===== src/rtl/pipelined_carry_skip_adder.sv =====
// Pipelined carry-skip adder/subtractor with elastic valid/ready flow control.
// The N-bit operation is split into STAGES register-separated segments of BLK-bit skip blocks.
module pipelined_carry_skip_adder #(
    parameter int N      = 32,
    parameter int BLK    = 4,
    parameter int STAGES = 2
) (
    input  logic         clk,
    input  logic         rst,
    input  logic         in_valid,
    output logic         in_ready,
    input  logic [N-1:0] a,
    input  logic [N-1:0] b,
    input  logic         cin,
    input  logic         sub,
    output logic         out_valid,
    input  logic         out_ready,
    output logic [N-1:0] sum,
    output logic         cout,
    output logic         of
);

    localparam int W    = N / STAGES;
    localparam int NBLK = W / BLK;

    if (((N % (BLK * STAGES)) != 0) || (STAGES < 1) || (STAGES > (N / BLK))) begin : g_bad_params
        $error("pipelined_carry_skip_adder: N must be a multiple of BLK*STAGES");
    end

    // One W-bit segment: ripple inside each block, block carry bypasses when all bits propagate.
    function automatic logic [W:0] skip_add(
        input logic [W-1:0] x_s,
        input logic [W-1:0] y_s,
        input logic         c_in_s
    );
        logic [W-1:0] s_s;
        logic         blk_c_s;
        logic         rip_c_s;
        logic         prop_s;
        logic         p_bit_s;
        s_s     = {W{1'b0}};
        blk_c_s = c_in_s;
        for (int j = 0; j < NBLK; j++) begin
            rip_c_s = blk_c_s;
            prop_s  = 1'b1;
            for (int i = 0; i < BLK; i++) begin
                p_bit_s            = x_s[j*BLK+i] ^ y_s[j*BLK+i];
                s_s[j*BLK+i]       = p_bit_s ^ rip_c_s;
                rip_c_s            = (x_s[j*BLK+i] & y_s[j*BLK+i]) | (p_bit_s & rip_c_s);
                prop_s             = prop_s & p_bit_s;
            end
            blk_c_s = prop_s ? blk_c_s : rip_c_s;
        end
        return {blk_c_s, s_s};
    endfunction

    // Per-stage state: operands still to be added, finished low sum bits, segment carry.
    logic [N-1:0]      a_r   [STAGES];
    logic [N-1:0]      bp_r  [STAGES];
    logic [N-1:0]      sum_r [STAGES];
    logic [STAGES-1:0] c_r;
    logic [STAGES-1:0] valid_r;
    logic              of_r;

    logic [N-1:0]      a_src_s   [STAGES];
    logic [N-1:0]      bp_src_s  [STAGES];
    logic [N-1:0]      sum_src_s [STAGES];
    logic [N-1:0]      sum_nxt_s [STAGES];
    logic [W:0]        slice_s   [STAGES];
    logic [STAGES-1:0] c_src_s;
    logic [STAGES-1:0] v_src_s;
    logic [STAGES-1:0] c_nxt_s;
    logic [STAGES-1:0] ready_s;
    logic              of_nxt_s;

    // Stage inputs: stage 0 sees the port operands, later stages see the previous register.
    always_comb begin
        c_src_s      = {STAGES{1'b0}};
        v_src_s      = {STAGES{1'b0}};
        a_src_s[0]   = a;
        bp_src_s[0]  = sub ? ~b : b;
        sum_src_s[0] = {N{1'b0}};
        c_src_s[0]   = sub ? 1'b1 : cin;
        v_src_s[0]   = in_valid;
        for (int k = 1; k < STAGES; k++) begin
            a_src_s[k]   = a_r[k-1];
            bp_src_s[k]  = bp_r[k-1];
            sum_src_s[k] = sum_r[k-1];
            c_src_s[k]   = c_r[k-1];
            v_src_s[k]   = valid_r[k-1];
        end
    end

    // Segment k adds slice k and merges it into the travelling partial sum.
    always_comb begin
        c_nxt_s = {STAGES{1'b0}};
        for (int k = 0; k < STAGES; k++) begin
            slice_s[k]             = skip_add(a_src_s[k][k*W +: W], bp_src_s[k][k*W +: W], c_src_s[k]);
            sum_nxt_s[k]           = sum_src_s[k];
            sum_nxt_s[k][k*W +: W] = slice_s[k][W-1:0];
            c_nxt_s[k]             = slice_s[k][W];
        end
        of_nxt_s = (a_src_s[STAGES-1][N-1] ~^ bp_src_s[STAGES-1][N-1])
                 & (sum_nxt_s[STAGES-1][N-1] ^ a_src_s[STAGES-1][N-1]);
    end

    // A stage can load when it is empty or its content moves on this cycle.
    always_comb begin
        ready_s           = {STAGES{1'b0}};
        ready_s[STAGES-1] = ~valid_r[STAGES-1] | out_ready;
        for (int k = STAGES - 2; k >= 0; k--) begin
            ready_s[k] = ~valid_r[k] | ready_s[k+1];
        end
    end

    // Pipeline registers; reset discards every in-flight beat.
    always_ff @(posedge clk or posedge rst) begin
        if (rst) begin
            for (int k = 0; k < STAGES; k++) begin
                a_r[k]   <= {N{1'b0}};
                bp_r[k]  <= {N{1'b0}};
                sum_r[k] <= {N{1'b0}};
            end
            c_r     <= {STAGES{1'b0}};
            valid_r <= {STAGES{1'b0}};
            of_r    <= 1'b0;
        end else begin
            for (int k = 0; k < STAGES; k++) begin
                if (ready_s[k]) begin
                    valid_r[k] <= v_src_s[k];
                    if (v_src_s[k]) begin
                        a_r[k]   <= a_src_s[k];
                        bp_r[k]  <= bp_src_s[k];
                        sum_r[k] <= sum_nxt_s[k];
                        c_r[k]   <= c_nxt_s[k];
                    end
                end
            end
            if (ready_s[STAGES-1] && v_src_s[STAGES-1]) begin
                of_r <= of_nxt_s;
            end
        end
    end

    assign in_ready  = ready_s[0] & ~rst;
    assign out_valid = valid_r[STAGES-1];
    assign sum       = sum_r[STAGES-1];
    assign cout      = c_r[STAGES-1];
    assign of        = of_r;

endmodule


===== config.mk =====
export PLATFORM = sky130hd
export DESIGN_NAME = pipelined_carry_skip_adder
export DESIGN_NICKNAME = d
export VERILOG_FILES = /design/src/rtl/pipelined_carry_skip_adder.sv
export SDC_FILE = /design/constraint.sdc
export NUM_CORES = 1
export LEC_CHECK = 0
export BUFFER_PORTS_ARGS = -buffer_cell sky130_fd_sc_hd__buf_4
export CORE_ASPECT_RATIO = 1.25
export CORE_MARGIN = 4
export CORE_UTILIZATION = 40
export CTS_BUF_LIST = sky130_fd_sc_hd__clkbuf_4 sky130_fd_sc_hd__clkbuf_8
export DETAILED_ROUTE_END_ITERATION = 10
export PLACE_DENSITY = 0.68
export SYNTH_ARGS = -nofsm -noshare
export SYNTH_HDL_FRONTEND = slang
export SYNTH_SLANG_ARGS = --single-unit

===== constraint.sdc =====
create_clock -name clk -period 11.4 [get_ports clk]
set_input_delay 1.14 -clock clk [delete_from_list [all_inputs] [get_ports clk]]
set_output_delay 1.14 -clock clk [all_outputs]
set_load 0.01 [all_outputs]

======== Word level (Yosys, flattened, before mapping) ========
Index checks and enable logic that the tools add are counted.
storage, ports and cells
  register bits ........................... 117
  word-level logic and storage cells ...... 216
  input bits .............................. 70
  output and inout port bits .............. 36
cells by class
  reductions and logical operators ........ 3
  multiplexer cells ....................... 10
  bitwise gates (word level) .............. 194
operator list
  kind               number
  $and 1x1->1        90
  $xor 1x1->1        65
  $or 1x1->1         34
  $mux 32            1
  $not 32->32        1
  $mux 1             9
  $reduce_and 2->1   2
  $not 1->1          3
  $logic_and 1x1->1  1
  $xnor 1x1->1       1

======== Depth between registers and ports, before layout ========
  word-level depth ........................ 39
  depth in mapped cells ................... 29

======== Least setup slack after synthesis ========
No wires, ideal clock.
  path kind ............................... input to register
  from .................................... input port sub
  to ...................................... register sum_r (netlist bit sum_nxt_s[15])
  required time ........................... 11272 ps
  arrival ................................. 9214 ps
  stages .................................. 28
  path slack .............................. 2059 ps
  path through ............................ buf_4 > buf_2 > xor2_1 > inv_1 > fa_1 > fa_1 > fa_1 > fa_1 > mux2i_2 > inv_1 > fa_1 > fa_1 > fa_1 > fa_1 > nand2_1 > o21ai_0 > fa_1 > fa_1 > fa_1 > fa_1 > nand2_1 > o221ai_2 > fa_1 > fa_1 > fa_1 > inv_1 > fa_1 > mux2_1
RTL lines
  item                           line  source
  start, declared                15    input logic sub,
  end signal, assigned by index  122   sum_r[k] <= {N{1'b0}};
  end signal, assigned by index  134   sum_r[k] <= sum_nxt_s[k];
  end, declared                  60    logic [N-1:0] sum_r [STAGES];

==> flow_summary.yaml <==
status:
  status: "completed"
flow_run:
  maxCapViolCount: 0
cells_and_area:
  n_antenna_cell: 0
  drive_gt1_frac: 0.266
  fin_nets: 626
  layout.cells.non_filler: 658
  fill_cells: 1050
  syn2layout_area_growth_pct: 24.1
synthesis:
  synth-edff-count: 0
  syn_inst: 390
  syn_area_um2: 4760
  async_flop_share: 1.00
  yosys.area.top_type: "dfrtp_1"
  synth_seq_cells: 85
  yosys-top-cells-area: "dfrtp_1 45%, fa_1 13%, mux2_1 11%"
  synth_nets: 524
  ys_warn_count: 0
  yosysSeqAreaShare: 0.447
  yosysUniqueCellTypes: 30
  synth_common_cells: "85 x dfrtp_1, 46 x mux2_1, 41 x inv_1, 38 x nand2_1"
  synth_flop_cell: "dfrtp_1"
  synthMostInstantiatedCell: "dfrtp_1"
  netlist.area_leader.share: 0.447
  syn_avg_cell_area_um2: 12.2
floorplan:
  die_area_um2: 13700
  pin_count: 106
  die-height_um: 130
  std_cell_rows: 44
  core-area_um2: 11600
  dieWidth_um: 106
  initial_core_util: 0.410
clocking:
  cts.reportedPaths.clkPinSlew_ps: 80
  worstSkewPairLatency_ps: 350
  htree_levels: 3
  post_cts_buffers: 0
  cts_resized: 0
  clkSinkCount: 85
  cts_hold_buf: 0
  cts_buffer_depth: 2
  numCtsBuffers: 9
  clockRootBuffer: "clkbuf_8"
  cts_tree: "built"
placed_design:
  portBuffers: 105
  pre_cts_ws_ps: 1420
  hpwl_um: 6800
  dp.cells: 642
  place.gp.congestion: 0.791
power_and_ir_drop:
  p_leak_nw: 2.88
  power.density_nw_per_um2: 173
  ir_drop_v: 0.0000658
timing:
  tightest_slew_ps: 1050
  fin_setup_tns_ps: 0
  fmax_ghz: 0.105
  rsz0062_at_grt: "no"
  relSlewSlack: 0.300
  setup_violations: 0
  clock-skew-final_ps: 10.5
  layout_worst_path_cycle_share: 0.835
  setup_ws_ps: 1880
  slew_viol_final: 0
  min_period_ps: 9520
  finalHoldViolCount: 0
global_route:
  grt_overflow: 0
  grt_usage: 0.142
  antenna_found_initial: 0
  grt_max_degree: 86
  grt_pass1_wl_um: 15300
  grt_pass1_vias: 3159
drt:
  via_per_inst: 4.55
  drt_wl_total_um: 9070
  wl_per_cell_um: 13.8
  route.detailed.drc: 0
  drtIter0Drc: 74
  drt_pass1_iterations: 4
  detail-route-antenna-nets: 0
  vias: 2996
worst_setup_path:
  r2r_start: "c_r[0]$_DFFE_PP0P_"
  critPathKind: "in -> reg"
  critPathRequiredTime_ps: 11640
  worstSetupEndpointType: "register"
  r2r_end: "of$_DFFE_PP0P_"
  worstPathArrival_ps: 9760
  cp-start-kind: "input pin"
  r2r_cells: 26
  ff2ff_setup_slack_ps: 3680
  crit_fanout: 33
worst_hold_path:
  whs_endpoint: "sum_nxt_s[7]$_DFFE_PP0P_"
  min_from: "sum_nxt_s[7]$_DFFE_PP0P_"
  hp-class: "reg -> reg"
  whs_path_depth: 2
==> worst max-delay path by stage <==
stage	slack [ps]	end	cells past startpoint	from
after detailed placement	1420	sum_nxt_s[15]$_DFFE_PP0P_	27	sub
after CTS	1800	sum_nxt_s[15]$_DFFE_PP0P_	27	sub
after global routing	1440	sum_nxt_s[15]$_DFFE_PP0P_	27	sub
final	1880	sum_nxt_s[15]$_DFFE_PP0P_	27	sub
after floorplan	2060	sum_nxt_s[15]$_DFFE_PP0P_	28	sub
after global placement	1620	sum_nxt_s[15]$_DFFE_PP0P_	27	sub
==> report_power, final <==
| group | total [mW] | internal [mW] | switching, mW |
|---|---|---|---|
| Combinational | 0.337 | 0.179 | 0.158 |
| Clock | 0.239 | 0.137 | 0.102 |
| Sequential | 0.449 | 0.392 | 0.0577 |
==> final cells by class <==
| type | count | area (µm²) | area share |
|---|---|---|---|
| well taps | 161 | 201 | 0.0341 |
| clock buffers | 12 | 159 | 0.0269 |
| flip-flops and latches | 85 | 2130 | 0.360 |
| repair buffers | 107 | 803 | 0.136 |
| inverters | 41 | 155 | 0.0262 |
| clock inverters | 4 | 70.1 | 0.0119 |
| multi-input cells | 248 | 2400 | 0.405 |
==> worst max-delay path, cell delays in order <==
cell and delay, ps:
buf_4 450, xor2_1 240, inv_1 90, fa_1 410
fa_1 430, fa_1 430, fa_1 430, mux2i_2 270
inv_1 100, fa_1 390, fa_1 430, fa_1 430
fa_1 390, nand2_1 100, o21ai_0 120, fa_1 420
fa_1 420, fa_1 420, fa_1 390, nand2_1 80
o221ai_2 110, fa_1 430, fa_1 430, fa_1 400
inv_1 90, fa_1 400, mux2_1 280
==> registers in the layout, summed over array words and instances (netlist names) <==
register	flops
sum	32
of	1
sum_nxt_s	16
a_r	16
bp_r	16
valid_r	2
c_r	2
==> layout by cell type (no fill, tap or decap), drive strengths merged, types with 4 or more instances in the layout <==
cell type and n:
a21oi 7, buf 107, clkbuf 12, dfrtp 85
fa 32, ha 32, inv 40, mux2 48
nand2 39, nand4 8, nor2 4, o21ai 33
xnor2 14, xor2 19
==> metrics by stage <==
step	instance area (µm²)	util	total power [mW]	hold WS [ps]
2_1_floorplan	4760	-	0.636	443
3_3_place_gp	5680	0.489	0.791	454
3_5_place_dp	5680	0.489	0.803	463
4_1_cts	5910	0.509	1.05	481
5_1_grt	5910	0.509	1.11	502
6_report	5910	0.509	1.03	473
==> cell families after synthesis <==
family	after synthesis	synth area share
AND/OR/NAND/NOR	58	0.0549
AO/OA/AOI/OAI	44	0.0512
buffers and inverters	57	0.0510
XOR/XNOR	33	0.0607
adder cells (fa/ha/maj)	64	0.219
multiplexers	49	0.117
flip-flops	85	0.447
==> routing by layer <==
metal	routed length [µm]	vias up	global-route usage	part of all wire
li1	-	1453	-	-
met4	105	0	0.0503	0.012
met1	3820	1469	0.177	0.42
met2	4690	67	0.241	0.52
met3	451	7	0.0376	0.050
met5	0	-	0	0
Note: power is estimated with default switching activity, not from simulation.
